## src/rtl/fetch_prefetch_unit.sv

```systemverilog
// Instruction-fetch front end: streams sequential ROM words into a small prefetch
// queue and hands them to decode; a redirect flushes everything and restarts fetch.
module fetch_prefetch_unit #(
  parameter int          ADDR_W   = 14,
  parameter int          DEPTH    = 4,
  parameter logic [31:0] RESET_PC = 32'h0000_0000
) (
  input  logic                       clk,
  input  logic                       rst,
  output logic                       imem_en,
  output logic [ADDR_W-1:0]          imem_addr,
  input  logic [31:0]                imem_rdata,
  output logic                       out_valid,
  input  logic                       out_ready,
  output logic [31:0]                out_instr,
  output logic [31:0]                out_pc,
  output logic [31:0]                out_pc_plus_4,
  input  logic                       redirect,
  input  logic [31:0]                redirect_target,
  output logic [$clog2(DEPTH):0]     occupancy
);

  localparam int PTR_W = $clog2(DEPTH);
  localparam int CNT_W = PTR_W + 1;

  logic [31:0]      instr_q [DEPTH];
  logic [31:0]      pc_q    [DEPTH];
  logic [PTR_W-1:0] head_q, head_d, tail_q, tail_d;
  logic [CNT_W-1:0] count_q, count_d;
  logic [31:0]      fetch_pc_q, fetch_pc_d;
  logic [31:0]      inflight_pc_q, inflight_pc_d;
  logic             inflight_q, inflight_d;

  logic             pop, push;
  logic [CNT_W:0]   demand;
  logic             unused_target_lsbs;

  // Handshake: an entry transfers when out_valid && out_ready in the same cycle;
  // the head fields stay stable until that happens.
  assign out_valid     = (count_q != '0);
  assign out_instr     = instr_q[head_q];
  assign out_pc        = pc_q[head_q];
  assign out_pc_plus_4 = pc_q[head_q] + 32'd4;
  assign occupancy     = count_q;
  assign imem_addr     = fetch_pc_q[ADDR_W+1:2];

  assign pop  = out_valid & out_ready & ~rst;
  assign push = inflight_q & ~redirect & ~rst;

  // Credit check counts the outstanding ROM read so a capture never overflows.
  assign demand  = {1'b0, count_q} + (CNT_W+1)'(inflight_q) - (CNT_W+1)'(pop);
  assign imem_en = ~rst & ~redirect & (demand < (CNT_W+1)'(DEPTH));

  assign unused_target_lsbs = ^redirect_target[1:0];

  always_comb begin
    fetch_pc_d    = fetch_pc_q;
    inflight_d    = imem_en;
    inflight_pc_d = inflight_pc_q;
    head_d        = head_q;
    tail_d        = tail_q;
    count_d       = count_q;
    if (imem_en) begin
      inflight_pc_d = fetch_pc_q;
      fetch_pc_d    = fetch_pc_q + 32'd4;
    end
    if (push) tail_d = tail_q + 1'b1;
    if (pop)  head_d = head_q + 1'b1;
    case ({push, pop})
      2'b10:   count_d = count_q + 1'b1;
      2'b01:   count_d = count_q - 1'b1;
      default: count_d = count_q;
    endcase
    // A redirect drops the queue and the outstanding read; any pop this cycle already happened.
    if (redirect) begin
      fetch_pc_d = {redirect_target[31:2], 2'b00};
      inflight_d = 1'b0;
      head_d     = '0;
      tail_d     = '0;
      count_d    = '0;
    end
  end

  always_ff @(posedge clk) begin
    if (rst) begin
      fetch_pc_q    <= RESET_PC;
      inflight_q    <= 1'b0;
      inflight_pc_q <= '0;
      head_q        <= '0;
      tail_q        <= '0;
      count_q       <= '0;
    end else begin
      fetch_pc_q    <= fetch_pc_d;
      inflight_q    <= inflight_d;
      inflight_pc_q <= inflight_pc_d;
      head_q        <= head_d;
      tail_q        <= tail_d;
      count_q       <= count_d;
    end
  end

  always_ff @(posedge clk) begin
    if (push) begin
      instr_q[tail_q] <= imem_rdata;
      pc_q[tail_q]    <= inflight_pc_q;
    end
  end

endmodule

```

## config.mk

```make
export PLATFORM = sky130hd
export DESIGN_NAME = fetch_prefetch_unit
export DESIGN_NICKNAME = d
export VERILOG_FILES = /design/src/rtl/fetch_prefetch_unit.sv
export SDC_FILE = /design/constraint.sdc
export NUM_CORES = 1
export LEC_CHECK = 0
export BUFFER_PORTS_ARGS = -buffer_cell sky130_fd_sc_hd__buf_2
export CAP_MARGIN = 20
export CORE_UTILIZATION = 35
export DETAILED_ROUTE_END_ITERATION = 7
export GPL_ROUTABILITY_DRIVEN = 0
export GPL_TIMING_DRIVEN = 0
export PLACE_DENSITY = 0.54
export SLEW_MARGIN = 15
export SYNTH_ARGS = -nofsm -noshare
export SYNTH_HDL_FRONTEND = slang
export SYNTH_SLANG_ARGS = --single-unit
```

## constraint.sdc

```tcl
create_clock -name clk -period 6.39 [get_ports clk]
set_input_delay 0.639 -clock clk [delete_from_list [all_inputs] [get_ports clk]]
set_output_delay 0.639 -clock clk [all_outputs]
set_load 0.01 [all_outputs]
```

==> results of run 1 <==
[per-layer routing]
layer / track usage (%) / vias up / wire (um)
li1: - / 3610 / -
met1: 20.14 / 3659 / 12780
met2: 25.13 / 188 / 13570
met3: 2.608 / 35 / 1463
met4: 3.500 / 0 / 452
met5: 0 / - / 0
[cell usage in the layout (no fill, tap or decap), drive strengths merged, types with 19 or more instances in the layout]
cell type,netlist,routed
nand3,22,22
dfxtp,70,70
inv,39,41
o21a,25,25
buf,36,215
nand2,81,81
clkbuf,24,69
xor2,19,19
a21oi,59,59
xnor2,38,38
mux4,62,62
edfxtp,248,248
[through the flow]
stage	util, %	setup WS (ps)
2_1_floorplan	-	2984
3_3_place_gp	39.60	1696
3_5_place_dp	39.96	2060
4_1_cts	43.13	1940
5_1_grt	43.13	1720
6_report	43.13	2095
[synth_stat cells (2+ instances only)]
cell type	number
a31o_2	2
and2_1	8
nand4_1	16
ha_1	10
o21a_1	25
xor2_1	19
and3b_1	2
nor2b_1	5
mux2i_1	5
nor2_1	17
and4_1	3
buf_2	13
dfxtp_1	70
o21ai_0	2
nor3_1	16
mux4_2	49
buf_6	3
nand2_1	81
buf_4	19
nor3_4	2
clkbuf_1	24
xnor2_1	38
mux4_1	13
nand2b_1	3
edfxtp_1	248
and3_1	11
inv_1	39
nand3_1	21
nor4_1	6
a21oi_1	59
[flip-flops by register name, indices dropped and copies added (netlist names), named ones only]
signal,flops
fetch_pc_q,30
inflight_q,1
occupancy,3
tail_q,2
inflight_pc_q,30
head_q,2
instr_q,128
pc_q,120
[final timing paths]
kind | depth (start not counted) | slack [ps] | from | end
worst max register to register | 13 | 2890 | occupancy[2] | fetch_pc_q[7]
worst min register to register | 2 | 470 | fetch_pc_q[31] | inflight_pc_q[31]
worst max-delay path | 12 | 2090 | occupancy[2] | imem_en
worst min-delay path | 1 | 360 | imem_rdata[24] | instr_q[0][24]
[cell type report]
cell class	instances	area [um^2]	area share (%)
Sequential cell	318	8848	55.91
Multi-Input combinational cell	431	3745	23.66
Timing Repair Buffer	179	985.9	6.229
Clock buffer	45	944.7	5.968
Tap cell	468	585.6	3.700
Buffer	60	351.6	2.221
Clock inverter	19	220.2	1.391
Inverter	39	146.4	0.9249
[logic make-up (layout without fill, tap and decap cells)]
| family | after synthesis | count (layout) | synth area share (%) |
|---|---|---|---|
| fa+ha+maj | 11 | 11 | 1.111 |
| other cells | 1 | 4 | 0.02871 |
| compound gates | 95 | 95 | 4.388 |
| simple gates | 196 | 196 | 7.550 |
| mux | 68 | 68 | 11.53 |
| buf+inv | 99 | 342 | 3.813 |
| xor+xnor | 57 | 57 | 3.823 |
| flops | 318 | 318 | 67.75 |
[report_power, final]
group | total (uW) | switching (uW) | internal (uW) | leakage [uW]
sequential | 2280 | 29.3 | 2250 | 0.00288
clock | 2000 | 786 | 1220 | 0.000558
combinational | 174 | 96.0 | 77.5 | 0.00219
total | 4460 | 912 | 3550 | 0.00563
==> flow_summary.json, run 1 <==
{
  "hp-class": "in2reg",
  "cp_slowest_cell": "o41ai_1",
  "status": "completed",
  "crit_family": "compound AO/OA/AOI/OAI gates",
  "grt_pass1_vias": 7585,
  "die_h_um": 195.2,
  "p_leak_uw": 0.005626,
  "clockRootBuffer": "clkbuf_16",
  "cts_buffers": 35,
  "hold_ws_ps": 356.1,
  "yosys_warnings": 0,
  "dieArea_um2": 38090,
  "core_area_um2": 36700,
  "drt-total-wl_mm": 28.27,
  "clock-sinks": 318,
  "nNetsFinal": 1143,
  "slew_headroom_pct": 42.48,
  "grt_setup_unrepaired": "no",
  "setup_viol": 0,
  "htreeDepth": 2,
  "fin_cells": 1559,
  "max_freq_mhz": 232.8,
  "antenna_found_initial": 0,
  "synth_edf_count": 248,
  "wl_per_cell_um": 18.13,
  "syn2layout_area_growth_pct": 21.19,
  "drtPass1Iterations": 4,
  "num_vias": 7492,
  "cp_data_required_time_ps": 5750,
  "power.density_nw_per_um2": 281.6,
  "critPathMaxStageDelay_ps": 490,
  "insertion_delay_ps": 510,
  "cp_common_cell": "inv_1",
  "syn_area_per_cell_um2": 15.46,
  "cp_max_fo": 10,
  "min_period_ps": 4295,
  "synth_largest_area_cell": "edfxtp_1",
  "tightestPinTransition_ps": 855.5,
  "totalPowerFinal_uw": 4457,
  "die_w_um": 195.2,
  "dpl_cell_area_um2": 14660,
  "place_inst": 1495,
  "n_antenna_cell": 0,
  "grt_overflow": 0,
  "synthCells": 845,
  "fin_worst_skew_ps": 30.69,
  "design_area_um2": 15830,
  "synth_top_cell_area_share_pct": 57.02,
  "fillers": 3349,
  "post_route_cells_drive_above_1_share_pct": 30.25,
  "synth.top_cells.by_area": "edfxtp_1 57%, dfxtp_1 11%, mux4_2 8.4%",
  "worstPathCellList": "inv_1, nand3_1, and3b_1, ha_1, inv_1, ha_1, and3b_1, o41ai_1, o311ai_2, inv_1, buf_2, buf_2",
  "cts_resized": 0,
  "arrival_ps": 3660,
  "synth_cell_types": 46,
  "period_share_pct": 67.22,
  "cap_violations": 0,
  "ys_ff_latch": 318,
  "vdd_ir_drop_max_mv": 0.1685,
  "drc": 0,
  "startpoint_type": "flop",
  "cp.buffers_inverters": 5,
  "drtIter0Drc": 326,
  "clk_pin_slew_ps": 60,
  "viasPerCell": 4.806,
  "ys_seq_area_share_pct": 67.75,
  "worst-setup-path-type": "reg2out",
  "io_buffers": 175,
  "initial_core_util_pct": 35.59,
  "ios": 183,
  "grt_max_degree": 42,
  "postCtsSetupBuffers": 0,
  "cts_tree": "yes",
  "fin_setup_tns_ps": 0,
  "hold_violations": 0,
  "synth_flop_cell": "edfxtp_1",
  "cts_buffer_depth": 3,
  "rows": 70,
  "grt_pass1_wl_mm": 43.86,
  "dp_hpwl_mm": 19.53,
  "grt_use_total_pct": 14.95,
  "final_antenna_net_count": 0,
  "hold_buffers": 0,
  "slew_violations": 0,
  "syn_area_um2": 13060,
  "synth-async-reset-ratio_pct": 0,
  "critical_path.endpoint_type": "output port"
}
No activity file was read; power rests on OpenSTA's default activity.
==> run 2, diff against run 1 <==
Settings changed: PLACE_DENSITY 0.54 to 0.56.
Clock period 6.39 ns to 3.68 ns, I/O delays scaled along.
==> flow_summary.json, run 2 (same netlist as run 1, synthesis figures left out) <==
{
  "netSwitchingFraction_pct": 21.04,
  "crit_family": "compound AO/OA/AOI/OAI gates",
  "p_comb_share_pct": 4.0,
  "fillers": 3344,
  "grt_setup_unrepaired": "no",
  "core_area_um2": 36700,
  "vdd_ir_drop_max_mv": 0.2699,
  "initial_core_util_pct": 35.59,
  "fin_worst_skew_ps": 15.84,
  "post_route_cells_drive_above_1_share_pct": 31.45,
  "largestRegisters": "instr_q: 128 flops, pc_q: 120 flops",
  "nNetsFinal": 1152,
  "grt_most_used_layer": "met2",
  "slew_violations": 0,
  "grt_use_total_pct": 14.95,
  "mostFrequentLayoutCell": "edfxtp_1",
  "num_vias": 7593,
  "hold_end": "instr_q[1][25]",
  "htreeDepth": 2,
  "rows": 70,
  "final_antenna_net_count": 0,
  "clockRootBuffer": "clkbuf_16",
  "final_cell_mix": "248 x edfxtp_1, 184 x buf_2, 80 x nand2_1",
  "wl_per_cell_um": 18.31,
  "grt_pass1_wl_mm": 43.78,
  "setup_viol": 0,
  "arrival_ps": 3950,
  "reg2reg_slack_ps": 130,
  "drc": 0,
  "worst-setup-path-type": "reg2reg",
  "antenna_found_initial": 0,
  "grt.met1_usage_pct": 20.27,
  "drt-total-wl_mm": 28.72,
  "p_clk_share_pct": 44.0,
  "cp_num_cells": 13,
  "hold_buffers": 0,
  "cp_data_required_time_ps": 4080,
  "dieArea_um2": 38090,
  "fin_setup_tns_ps": 0,
  "slew_headroom_pct": 41.20,
  "cp.buffers_inverters": 3,
  "period_share_pct": 96.48,
  "globalRouteMet2Util_pct": 24.52,
  "critPathMaxStageDelay_ps": 730,
  "cts_tree": "yes",
  "cap_violations": 0,
  "worstReg2RegStart": "occupancy[1]",
  "hp-class": "in2reg",
  "dpl_cell_area_um2": 14660,
  "viasPerCell": 4.842,
  "die_h_um": 195.2,
  "drtPass1Iterations": 4,
  "reg2regPathDepth": 13,
  "die_w_um": 195.2,
  "hold_violations": 0,
  "clock-sinks": 318,
  "ios": 183,
  "n_antenna_cell": 0,
  "worstHoldStart": "imem_rdata[25]",
  "status": "completed",
  "max_freq_mhz": 281.6,
  "seqPwrFrac_pct": 51.9,
  "tightestPinTransition_ps": 874.5,
  "clk_pin_slew_ps": 60,
  "cts_buffer_depth": 3,
  "internal-power_uw": 6020,
  "grt_max_degree": 43,
  "regMostFlops": "instr_q",
  "power.switching_uw": 1604,
  "whs_path_depth": 1,
  "critical_path.endpoint_type": "flop",
  "worstPathCellList": "inv_1, nand3_1, and3b_2, ha_1, inv_1, ha_1, and3b_1, o21a_1, o31ai_1, buf_2, nor3_1, xor2_1, o21a_1",
  "dp_hpwl_mm": 19.52,
  "cp_slowest_cell": "o31ai_1",
  "grt_overflow": 0,
  "drtIter0Drc": 333,
  "timing.rr.end": "fetch_pc_q[23]",
  "startpoint_type": "flop",
  "io_buffers": 175,
  "cts_buffers": 35,
  "grtUsageMet3_pct": 2.539,
  "power.density_nw_per_um2": 478.4,
  "insertion_delay_ps": 520,
  "grt_pass1_vias": 7597,
  "cp_max_fo": 10,
  "syn2layout_area_growth_pct": 22.03,
  "largest_register_ffs": 128,
  "p_leak_uw": 0.005652,
  "min_period_ps": 3551,
  "design_area_um2": 15940
}
==> run 2: what timing repair did <==
| item | in CTS | in global routing |
|---|---|---|
| pin swaps | 4 | 1 |
| endpoints found under the setup margin | 11 | 8 |
| hold endpoints to repair | 0 | 0 |
| gates resized for setup | 16 | 6 |
| buffers inserted | 5 | 5 |
==> run 2: area by class of cell <==
type,instances,area [um^2],area share (%)
flip-flops and latches,318,8852,55.54
multi-input cells,431,3805,23.87
repair buffers,189,1066,6.689
clock buffers,44,940.9,5.904
well taps,468,585.6,3.674
plain buffers,59,365.4,2.292
clock inverters,20,171.4,1.076
inverters,39,151.4,0.9499
==> run 2: power groups by stage <==
stage	clock [uW]	sequential, uW	combinational (uW)
2_1_floorplan	0	4020	179
3_3_place_gp	0	4040	297
3_5_place_dp	0	4040	304
4_1_cts	3440	3960	308
5_1_grt	3570	3970	342
6_report	3360	3960	308
==> run 2: how the worst max path moves through the flow <==
stage | from | endpoint
3_3_place_gp | rst | instr_q[1][4]
6_report | occupancy[1] | fetch_pc_q[23]
2_1_floorplan | occupancy[2] | fetch_pc_q[14]
3_5_place_dp | rst | imem_en
5_1_grt | occupancy[1] | fetch_pc_q[23]
4_1_cts | occupancy[1] | imem_en
==> run 2: worst register-to-register path: stages, from the launching register on <==
cell and delay [ps]:
dfxtp_1 400, inv_1 120, nand3_1 140, and3b_2 260, ha_1 160, inv_1 40, ha_1 250, and3b_1 240
o21a_1 250, o31ai_1 730, buf_2 390, nor3_1 110, xor2_1 160, o21a_1 180
==> run 2: per-stage QoR <==
stage / worst slack [ps] / hold slack [ps] / cells / power (uW) / util [%]
floorplan: 628.4 / 443.6 / 848 / 4197 / -
global placement: -710.1 / 460.3 / 1491 / 4334 / 39.60
detailed placement: -223.0 / 465.0 / 1495 / 4340 / 39.94
global route: 6.827 / 61.57 / 1568 / 7876 / 43.43
CTS: 35.00 / 52.51 / 1563 / 7710 / 43.29
finish: 129.4 / 75.00 / 1568 / 7624 / 43.43
==> run 2: per-layer routing <==
layer / part of all wire (%) / up-vias
li1: - / 3626
met1: 46 / 3704
met2: 47 / 210
met3: 4.8 / 53
met4: 2.5 / 0
met5: 0 / -
